[src/rtl/udma_eth_frame_pkg.sv]
// Shared definitions for the uDMA ethernet frame config/status block:
// register map, FRAME_CTRL bit positions and the frame descriptor type.
package udma_eth_frame_pkg;

   localparam logic [4:0] REG_RX_SADDR   = 5'h00;
   localparam logic [4:0] REG_RX_SIZE    = 5'h01;
   localparam logic [4:0] REG_RX_CFG     = 5'h02;
   localparam logic [4:0] REG_WHOAMI     = 5'h03;
   localparam logic [4:0] REG_TX_SADDR   = 5'h04;
   localparam logic [4:0] REG_TX_SIZE    = 5'h05;
   localparam logic [4:0] REG_TX_CFG     = 5'h06;
   localparam logic [4:0] REG_FRAME_CTRL = 5'h07;
   localparam logic [4:0] REG_FIFO_N     = 5'h08;
   localparam logic [4:0] REG_FIFO_FULL  = 5'h09;
   localparam logic [4:0] REG_FRAME_STAT = 5'h0A;
   localparam logic [4:0] REG_FRAME_POP  = 5'h0B;
   localparam logic [4:0] REG_FRAME_CNT  = 5'h0C;

   localparam logic [31:0] WHOAMI_VALUE = 32'hDEADBEF2;

   localparam int CFG_CONT_BIT = 0;
   localparam int CFG_EN_BIT   = 4;
   localparam int CFG_CLR_BIT  = 6;

   localparam int CTRL_BLOCKED_BIT = 0;
   localparam int CTRL_IRQ_EN_BIT  = 1;
   localparam int CTRL_FLUSH_BIT   = 2;
   localparam int CTRL_OVF_BIT     = 3;

   // Descriptor length field is sized for the largest supported LEN_WIDTH.
   localparam int DESC_LEN_W = 30;

   typedef struct packed {
      logic                  err;
      logic [DESC_LEN_W-1:0] len;
   } eth_frame_desc_t;

   // Channel CFG read-back layout.
   function automatic logic [31:0] cfg_read_word(input logic pending,
                                                 input logic en,
                                                 input logic cont);
      return {26'h0, pending, en, 3'h0, cont};
   endfunction

endpackage

[src/rtl/udma_eth_frame_desc_q.sv]
// Synchronous descriptor FIFO. A pop is applied before a push so a full
// queue can accept a new entry in the same cycle it releases its head.
// Flush overrides any push/pop in the same cycle.
module udma_eth_frame_desc_q
   import udma_eth_frame_pkg::*;
#(
   parameter int DEPTH = 4
) (
   input  logic                     clk_i,
   input  logic                     rst_i,
   input  logic                     push_i,
   input  logic                     pop_i,
   input  logic                     flush_i,
   input  eth_frame_desc_t          desc_i,
   output eth_frame_desc_t          head_o,
   output logic [$clog2(DEPTH):0]   count_o,
   output logic [$clog2(DEPTH):0]   count_next_o,
   output logic                     full_o,
   output logic                     empty_o,
   output logic                     drop_o
);

   localparam int PTR_W = $clog2(DEPTH);
   localparam int CNT_W = PTR_W + 1;

   eth_frame_desc_t    mem_r [DEPTH];
   logic [PTR_W-1:0]   wr_ptr_r;
   logic [PTR_W-1:0]   rd_ptr_r;
   logic [CNT_W-1:0]   count_r;
   logic [CNT_W-1:0]   count_next_s;
   logic               full_s;
   logic               empty_s;
   logic               pop_eff_s;
   logic               push_eff_s;
   logic               drop_s;

   // Decode effective push/pop and the next occupancy.
   always_comb begin
      full_s       = (count_r == CNT_W'(DEPTH));
      empty_s      = (count_r == {CNT_W{1'b0}});
      pop_eff_s    = pop_i & ~empty_s & ~flush_i;
      push_eff_s   = push_i & (~full_s | pop_eff_s) & ~flush_i;
      drop_s       = push_i & full_s & ~pop_eff_s & ~flush_i;
      count_next_s = count_r;
      if (flush_i) begin
         count_next_s = {CNT_W{1'b0}};
      end else if (push_eff_s && !pop_eff_s) begin
         count_next_s = count_r + CNT_W'(1);
      end else if (pop_eff_s && !push_eff_s) begin
         count_next_s = count_r - CNT_W'(1);
      end else begin
         count_next_s = count_r;
      end
   end

   // Pointer, count and storage update.
   always_ff @(posedge clk_i or posedge rst_i) begin
      if (rst_i) begin
         wr_ptr_r <= {PTR_W{1'b0}};
         rd_ptr_r <= {PTR_W{1'b0}};
         count_r  <= {CNT_W{1'b0}};
         for (int i = 0; i < DEPTH; i++) begin
            mem_r[i] <= '0;
         end
      end else if (flush_i) begin
         wr_ptr_r <= {PTR_W{1'b0}};
         rd_ptr_r <= {PTR_W{1'b0}};
         count_r  <= {CNT_W{1'b0}};
      end else begin
         count_r <= count_next_s;
         if (pop_eff_s) begin
            rd_ptr_r <= rd_ptr_r + PTR_W'(1);
         end
         if (push_eff_s) begin
            mem_r[wr_ptr_r] <= desc_i;
            wr_ptr_r        <= wr_ptr_r + PTR_W'(1);
         end
      end
   end

   assign head_o       = mem_r[rd_ptr_r];
   assign count_o      = count_r;
   assign count_next_o = count_next_s;
   assign full_o       = full_s;
   assign empty_o      = empty_s;
   assign drop_o       = drop_s;

endmodule

[src/rtl/udma_eth_frame_reg_mq.sv]
// uDMA ethernet frame configuration/status block with a multi-frame
// descriptor queue: channel registers, EOF edge detection, frame length
// counting, queue control, RX back-pressure and frame interrupt.
module udma_eth_frame_reg_mq
   import udma_eth_frame_pkg::*;
#(
   parameter int L2_AWIDTH_NOAL           = 12,
   parameter int TRANS_SIZE               = 16,
   parameter int RX_FIFO_BUFFER_DEPTH     = 1024,
   parameter int RX_FIFO_BUFFER_DEPTH_LOG = $clog2(RX_FIFO_BUFFER_DEPTH),
   parameter int FRAME_Q_DEPTH            = 4,
   parameter int LEN_WIDTH                = 16
) (
   input  logic                              clk_i,
   input  logic                              rst_i,
   input  logic [31:0]                       cfg_data_i,
   input  logic [4:0]                        cfg_addr_i,
   input  logic                              cfg_valid_i,
   input  logic                              cfg_rwn_i,
   output logic [31:0]                       cfg_data_o,
   output logic                              cfg_ready_o,
   output logic [L2_AWIDTH_NOAL-1:0]         cfg_rx_startaddr_o,
   output logic [TRANS_SIZE-1:0]             cfg_rx_size_o,
   output logic                              cfg_rx_continuous_o,
   output logic                              cfg_rx_en_o,
   output logic                              cfg_rx_clr_o,
   input  logic                              cfg_rx_en_i,
   input  logic                              cfg_rx_pending_i,
   input  logic [L2_AWIDTH_NOAL-1:0]         cfg_rx_curr_addr_i,
   input  logic [TRANS_SIZE-1:0]             cfg_rx_bytes_left_i,
   output logic [L2_AWIDTH_NOAL-1:0]         cfg_tx_startaddr_o,
   output logic [TRANS_SIZE-1:0]             cfg_tx_size_o,
   output logic                              cfg_tx_continuous_o,
   output logic                              cfg_tx_en_o,
   output logic                              cfg_tx_clr_o,
   input  logic                              cfg_tx_en_i,
   input  logic                              cfg_tx_pending_i,
   input  logic [L2_AWIDTH_NOAL-1:0]         cfg_tx_curr_addr_i,
   input  logic [TRANS_SIZE-1:0]             cfg_tx_bytes_left_i,
   input  logic                              rx_byte_valid_i,
   input  logic                              rx_eof_i,
   input  logic                              rx_err_i,
   input  logic [RX_FIFO_BUFFER_DEPTH_LOG:0] rx_fifo_elements_i,
   output logic                              rx_blocked_o,
   output logic                              irq_o
);

   localparam int CNT_W = $clog2(FRAME_Q_DEPTH) + 1;
   localparam int FE_W  = RX_FIFO_BUFFER_DEPTH_LOG + 1;
   localparam logic [LEN_WIDTH-1:0] LEN_MAX = {LEN_WIDTH{1'b1}};

   logic [L2_AWIDTH_NOAL-1:0] rx_saddr_r, tx_saddr_r;
   logic [TRANS_SIZE-1:0]     rx_size_r, tx_size_r;
   logic                      rx_cont_r, tx_cont_r;
   logic                      rx_en_r, rx_clr_r, tx_en_r, tx_clr_r;
   logic                      irq_en_r, ovf_r, eof_prev_r, blocked_r, irq_r;
   logic [LEN_WIDTH-1:0]      len_r;

   logic                      wr_s, eof_edge_s, len_inc_s;
   logic                      flush_s, pop_s, ovf_clr_s;
   logic [LEN_WIDTH-1:0]      len_plus_s;
   eth_frame_desc_t           push_desc_s, head_s;
   logic [CNT_W-1:0]          q_count_s, q_count_next_s;
   logic                      q_full_s, q_empty_s, q_drop_s;
   logic [31:0]               rdata_s;
   logic                      unused_ok_s;

   // Decode register writes and frame events for this cycle.
   always_comb begin
      wr_s        = cfg_valid_i & ~cfg_rwn_i;
      eof_edge_s  = rx_eof_i & ~eof_prev_r;
      len_inc_s   = rx_byte_valid_i & (len_r != LEN_MAX);
      len_plus_s  = len_inc_s ? (len_r + LEN_WIDTH'(1)) : len_r;
      flush_s     = wr_s & (cfg_addr_i == REG_FRAME_CTRL) & cfg_data_i[CTRL_FLUSH_BIT];
      ovf_clr_s   = wr_s & (cfg_addr_i == REG_FRAME_CTRL) & cfg_data_i[CTRL_OVF_BIT];
      pop_s       = wr_s & (cfg_addr_i == REG_FRAME_POP);
      push_desc_s.err = rx_err_i;
      push_desc_s.len = DESC_LEN_W'(len_plus_s);
   end

   udma_eth_frame_desc_q #(
      .DEPTH (FRAME_Q_DEPTH)
   ) i_desc_q (
      .clk_i        (clk_i),
      .rst_i        (rst_i),
      .push_i       (eof_edge_s),
      .pop_i        (pop_s),
      .flush_i      (flush_s),
      .desc_i       (push_desc_s),
      .head_o       (head_s),
      .count_o      (q_count_s),
      .count_next_o (q_count_next_s),
      .full_o       (q_full_s),
      .empty_o      (q_empty_s),
      .drop_o       (q_drop_s)
   );

   // Channel registers and one-cycle enable/clear pulses.
   always_ff @(posedge clk_i or posedge rst_i) begin
      if (rst_i) begin
         rx_saddr_r <= {L2_AWIDTH_NOAL{1'b0}};
         tx_saddr_r <= {L2_AWIDTH_NOAL{1'b0}};
         rx_size_r  <= {TRANS_SIZE{1'b0}};
         tx_size_r  <= {TRANS_SIZE{1'b0}};
         rx_cont_r  <= 1'b0;
         tx_cont_r  <= 1'b0;
         rx_en_r    <= 1'b0;
         rx_clr_r   <= 1'b0;
         tx_en_r    <= 1'b0;
         tx_clr_r   <= 1'b0;
         irq_en_r   <= 1'b0;
      end else begin
         rx_en_r  <= 1'b0;
         rx_clr_r <= 1'b0;
         tx_en_r  <= 1'b0;
         tx_clr_r <= 1'b0;
         if (wr_s) begin
            case (cfg_addr_i)
               REG_RX_SADDR: rx_saddr_r <= cfg_data_i[L2_AWIDTH_NOAL-1:0];
               REG_RX_SIZE:  rx_size_r  <= cfg_data_i[TRANS_SIZE-1:0];
               REG_RX_CFG: begin
                  rx_cont_r <= cfg_data_i[CFG_CONT_BIT];
                  rx_en_r   <= cfg_data_i[CFG_EN_BIT];
                  rx_clr_r  <= cfg_data_i[CFG_CLR_BIT];
               end
               REG_TX_SADDR: tx_saddr_r <= cfg_data_i[L2_AWIDTH_NOAL-1:0];
               REG_TX_SIZE:  tx_size_r  <= cfg_data_i[TRANS_SIZE-1:0];
               REG_TX_CFG: begin
                  tx_cont_r <= cfg_data_i[CFG_CONT_BIT];
                  tx_en_r   <= cfg_data_i[CFG_EN_BIT];
                  tx_clr_r  <= cfg_data_i[CFG_CLR_BIT];
               end
               REG_FRAME_CTRL: irq_en_r <= cfg_data_i[CTRL_IRQ_EN_BIT];
               default: ;
            endcase
         end
      end
   end

   // Frame length counter, EOF edge history, overflow flag, blocked and irq.
   always_ff @(posedge clk_i or posedge rst_i) begin
      if (rst_i) begin
         len_r      <= {LEN_WIDTH{1'b0}};
         eof_prev_r <= 1'b1;
         ovf_r      <= 1'b0;
         blocked_r  <= 1'b0;
         irq_r      <= 1'b0;
      end else begin
         eof_prev_r <= rx_eof_i;
         blocked_r  <= (q_count_next_s == CNT_W'(FRAME_Q_DEPTH));
         irq_r      <= irq_en_r & (q_count_next_s != {CNT_W{1'b0}});
         if (flush_s || eof_edge_s) begin
            len_r <= {LEN_WIDTH{1'b0}};
         end else begin
            len_r <= len_plus_s;
         end
         if (flush_s) begin
            ovf_r <= 1'b0;
         end else if (q_drop_s) begin
            ovf_r <= 1'b1;
         end else if (ovf_clr_s) begin
            ovf_r <= 1'b0;
         end
      end
   end

   // Combinational register read-back.
   always_comb begin
      rdata_s = 32'h0;
      case (cfg_addr_i)
         REG_RX_SADDR: rdata_s[L2_AWIDTH_NOAL-1:0] = cfg_rx_curr_addr_i;
         REG_RX_SIZE:  rdata_s[TRANS_SIZE-1:0]     = cfg_rx_bytes_left_i;
         REG_RX_CFG:   rdata_s = cfg_read_word(cfg_rx_pending_i, cfg_rx_en_i, rx_cont_r);
         REG_WHOAMI:   rdata_s = WHOAMI_VALUE;
         REG_TX_SADDR: rdata_s[L2_AWIDTH_NOAL-1:0] = cfg_tx_curr_addr_i;
         REG_TX_SIZE:  rdata_s[TRANS_SIZE-1:0]     = cfg_tx_bytes_left_i;
         REG_TX_CFG:   rdata_s = cfg_read_word(cfg_tx_pending_i, cfg_tx_en_i, tx_cont_r);
         REG_FRAME_CTRL: begin
            rdata_s[CTRL_BLOCKED_BIT] = blocked_r;
            rdata_s[CTRL_IRQ_EN_BIT]  = irq_en_r;
            rdata_s[CTRL_OVF_BIT]     = ovf_r;
         end
         REG_FIFO_N:    rdata_s[FE_W-1:0] = rx_fifo_elements_i;
         REG_FIFO_FULL: rdata_s[0] = (rx_fifo_elements_i == FE_W'(RX_FIFO_BUFFER_DEPTH));
         REG_FRAME_STAT: begin
            if (!q_empty_s) begin
               rdata_s[31]              = 1'b1;
               rdata_s[30]              = head_s.err;
               rdata_s[LEN_WIDTH-1:0]   = head_s.len[LEN_WIDTH-1:0];
            end else begin
               rdata_s = 32'h0;
            end
         end
         REG_FRAME_CNT: rdata_s[CNT_W-1:0] = q_count_s;
         default:       rdata_s = 32'h0;
      endcase
   end

   assign unused_ok_s = ^{cfg_data_i, head_s.len, q_full_s};

   assign cfg_data_o          = rdata_s;
   assign cfg_ready_o         = 1'b1;
   assign cfg_rx_startaddr_o  = rx_saddr_r;
   assign cfg_rx_size_o       = rx_size_r;
   assign cfg_rx_continuous_o = rx_cont_r;
   assign cfg_rx_en_o         = rx_en_r;
   assign cfg_rx_clr_o        = rx_clr_r;
   assign cfg_tx_startaddr_o  = tx_saddr_r;
   assign cfg_tx_size_o       = tx_size_r;
   assign cfg_tx_continuous_o = tx_cont_r;
   assign cfg_tx_en_o         = tx_en_r;
   assign cfg_tx_clr_o        = tx_clr_r;
   assign rx_blocked_o        = blocked_r;
   assign irq_o               = irq_r;

endmodule

[config.mk]
export PLATFORM = sky130hd
export DESIGN_NAME = udma_eth_frame_reg_mq
export DESIGN_NICKNAME = d
export VERILOG_FILES = /design/src/rtl/udma_eth_frame_pkg.sv /design/src/rtl/udma_eth_frame_desc_q.sv /design/src/rtl/udma_eth_frame_reg_mq.sv
export SDC_FILE = /design/constraint.sdc
export NUM_CORES = 1
export LEC_CHECK = 0
export BUFFER_PORTS_ARGS = -buffer_cell sky130_fd_sc_hd__buf_2
export CAP_MARGIN = 20
export CELL_PAD_IN_SITES_DETAIL_PLACEMENT = 1
export CELL_PAD_IN_SITES_GLOBAL_PLACEMENT = 1
export CORE_ASPECT_RATIO = 0.9
export CORE_MARGIN = 2
export CORE_UTILIZATION = 41
export DETAILED_ROUTE_END_ITERATION = 10
export PLACE_DENSITY_LB_ADDON = 0.15
export SLEW_MARGIN = 20
export SYNTH_ARGS = -nofsm -noshare
export SYNTH_HDL_FRONTEND = slang
export SYNTH_SLANG_ARGS = --single-unit
[constraint.sdc]
create_clock -name clk_i -period 7 [get_ports clk_i]
set_clock_uncertainty 0.1 [all_clocks]
set_input_delay 1.4 -clock clk_i [delete_from_list [all_inputs] [get_ports clk_i]]
set_output_delay 1.4 -clock clk_i [all_outputs]
set_load 0.02 [all_outputs]
==> flow_summary_export.csv <==
group,metric,value,unit
run_status,status,"finished clean",
power_and_ir_drop,leakage,4.51,nW
timing,max_slew_margin,31.8,%
synth,synth.distinct_cells,56,
route,ant_nets,0,
timing,min_period,4990,ps
clocking,ctsHtreeMaxLevel,4,
route,wl_per_cell,21.7,µm
floorplan,row_count,47,
clocking,clockBufferDepth,2,
floorplan,core-area,0.0183,mm²
clocking,cts.sinks,158,
timing,rsz0062_at_grt,"false",
flow_run,drv_cap,0,
synth,yosys_warnings,0,
clocking,cts_tree,"built",
global_route,grt_pass1_vias,6381,
synth,async_flop_share,100,%
global_route,grt_max_degree,105,
clocking,insertion_delay,420,ps
timing,timing.hold.ws,380,ps
floorplan,die_area,0.0198,mm²
clocking,ctsResizeCount,0,
global_route,antenna_found_initial,3,
place,port_buffers,189,
setup_path,worstPathMaxFanout,17,
clocking,cts_setup_buffers,0,
route,num_vias,5981,
timing,fin_setup_tns,0,ps
floorplan,ioPinCount,212,
floorplan,die_height,134,µm
clocking,clockRootBuffer,"clkbuf_16",
clocking,clkSlewWorstSetupHoldPaths,60,ps
worst_hold_path,hold_path.class,"register to register",
timing,worst_pin_slew,1020,ps
cells_and_area,drive_gt1_share,40.0,%
global_route,grt_usage,24.4,%
setup_path,cp_data_arrival_time,3490,ps
route,wl,23500,µm
cells_and_area,fin_nets,946,
place,dpl.hpwl,17000,µm
synth,synthTopCellsByArea,"dfrtp_1 (51%), mux2_2 (9.4%), mux4_2 (5.0%)",
clocking,tritoncts.num_buffers,17,
power_and_ir_drop,p_total,2.64,mW
setup_path,cp-end-kind,"output port",
synth,syn_area_per_cell,11.7,µm²
cells_and_area,fillers,2044,
global_route,grt_overflow_total,0,
route,drt_pre_antenna_iters,5,
place,gp_congestion,0.804,
setup_path,critPathLaunchType,"primary input",
route,drc,0,
timing,setup_violations,0,
setup_path,crit_type,"primary input to output port",
clocking,hold_buffers,0,
power_and_ir_drop,vdd_ir_drop_max,0.210,mV
timing,slew_violations,0,
synth,yosysSeqAreaShare,51.7,%
setup_path,required,5500,ps
synth,syn_area,0.00765,mm²
global_route,grt_pass1_wl,37100,µm
timing,max_freq,200,MHz
floorplan,die_x,148,µm
power_and_ir_drop,power_density,287,mW/mm²
floorplan,start_util,41.7,%
synth,ys.flop_type,"dfrtp_1",
timing,min_period_over_period,71.3,%
synth,syn_inst,654,
synth,synth-seq-cells,158,
setup_path,worst-r2r-setup-slack,4530,ps
synth,synth-edff-count,0,
cells_and_area,area_growth,20.5,%
route,drt_iter0_drc,270,
route,vias_per_cell,5.52,
synth,synth_largest_area_cell,"dfrtp_1",
synth,yosysTopAreaCellShare,51.4,%
timing,hold_viol_final,0,
critical path, stage by stage:
cell	delay (ps)
buf_2	110
or3b_1	510
nor2_2	830
a22o_1	270
a221oi_1	50
nand3_1	140
buf_2	170
per-layer routing:
metal / vias up / GRT usage (%) / part of all wire (%)
li1: 2695 / - / -
met1: 3075 / 32.1 / 44
met2: 178 / 41.0 / 50
met3: 29 / 4.62 / 5.0
met4: 4 / 7.51 / 1.5
met5: - / 0 / 0.11
synth_stat cells, drive strengths merged, types with 3 or more instances:
library cell,n
a21oi,10
a221oi,5
a222oi,8
a22oi,21
and3,7
buf,39
clkbuf,10
dfrtp,157
ha,8
inv,7
mux2,72
mux4,17
nand2,89
nand2b,4
nand3,18
nand3b,4
nand4,13
nor2,34
nor2b,3
nor3,12
nor4,7
o21ai,63
or3,3
xnor2,9
xor2,5
power breakdown:
part	total (mW)	internal, mW	switching [mW]
logic	0.583	0.243	0.340
clock network	0.928	0.556	0.372
registers	1.13	1.03	0.0959
total	2.64	1.83	0.808
cell type report:
cell class	instances	area [µm²]	area share [%]
Antenna cell	3	7.51	0.0815
Tap cell	245	307	3.33
Clock inverter	12	146	1.59
Clock buffer	19	433	4.70
Multi-Input combinational cell	443	3340	36.2
Inverter	7	31.3	0.339
Timing Repair Buffer	196	998	10.8
Sequential cell	158	3960	42.9
state kept, by name, summed over array words and instances, names as in the netlist:
signal,cells
i_desc_q.mem_r,68
cfg_rx_size_o,16
cfg_tx_size_o,16
len_r,16
cfg_rx_startaddr_o,12
cfg_tx_startaddr_o,12
i_desc_q.count_o,3
i_desc_q.rd_ptr_r,2
i_desc_q.wr_ptr_r,2
cfg_rx_clr_o,1
cfg_rx_continuous_o,1
cfg_rx_en_o,1
cfg_tx_clr_o,1
cfg_tx_continuous_o,1
cfg_tx_en_o,1
eof_prev_r,1
irq_en_r,1
irq_o,1
ovf_r,1
rx_blocked_o,1
per-stage QoR:
stage / worst slack (ps) / util, % / cells / cell area, µm²
2_1_floorplan: 1240 / - / 658 / 7660
3_3_place_gp: 1910 / 46.9 / 1048 / 8610
3_5_place_dp: 1900 / 47.0 / 1049 / 8620
4_1_cts: 1900 / 50.1 / 1080 / 9200
5_1_grt: 1930 / 50.2 / 1081 / 9210
6_report: 2010 / 50.2 / 1083 / 9220
final timing paths:
path | from | to | cells past startpoint
min | i_desc_q.mem_r[10] | i_desc_q.mem_r[10] | 2
max in group asynchronous | rst_i | i_desc_q.mem_r[95] | 3
min reg2reg | i_desc_q.mem_r[10] | i_desc_q.mem_r[10] | 2
max | cfg_addr_i[3] | cfg_data_o[1] | 7
max reg2reg | i_desc_q.count_o[0] | rx_blocked_o | 7
min in group asynchronous | rst_i | i_desc_q.wr_ptr_r[1] | 2
cell families after synthesis:
kind of cell | after synthesis | synth area share, %
flip-flops | 158 | 51.7
adder cells (fa/ha/maj) | 8 | 1.31
XOR/XNOR | 14 | 1.60
buffers and inverters | 57 | 5.02
other | 2 | 0.0982
AO/OA/AOI/OAI | 119 | 10.0
AND/OR/NAND/NOR | 205 | 14.0
multiplexers | 91 | 16.3
placed cells by master, fill, tap and decap left out, types with 7 or more instances in the layout:
| cell type | count |
|---|---|
| nand3_1 | 18 |
| o21ai_0 | 63 |
| buf_2 | 189 |
| xnor2_1 | 9 |
| mux2_2 | 64 |
| mux4_2 | 17 |
| and3_1 | 7 |
| nor2_1 | 33 |
| nor3_1 | 8 |
| mux2_4 | 8 |
| dfrtp_1 | 157 |
| buf_4 | 7 |
| nand4_1 | 9 |
| a22oi_1 | 21 |
| ha_1 | 8 |
| a222oi_1 | 8 |
| clkbuf_16 | 17 |
| nand2_1 | 88 |
| a21oi_1 | 8 |
No activity file was read; power rests on OpenSTA's default activity.
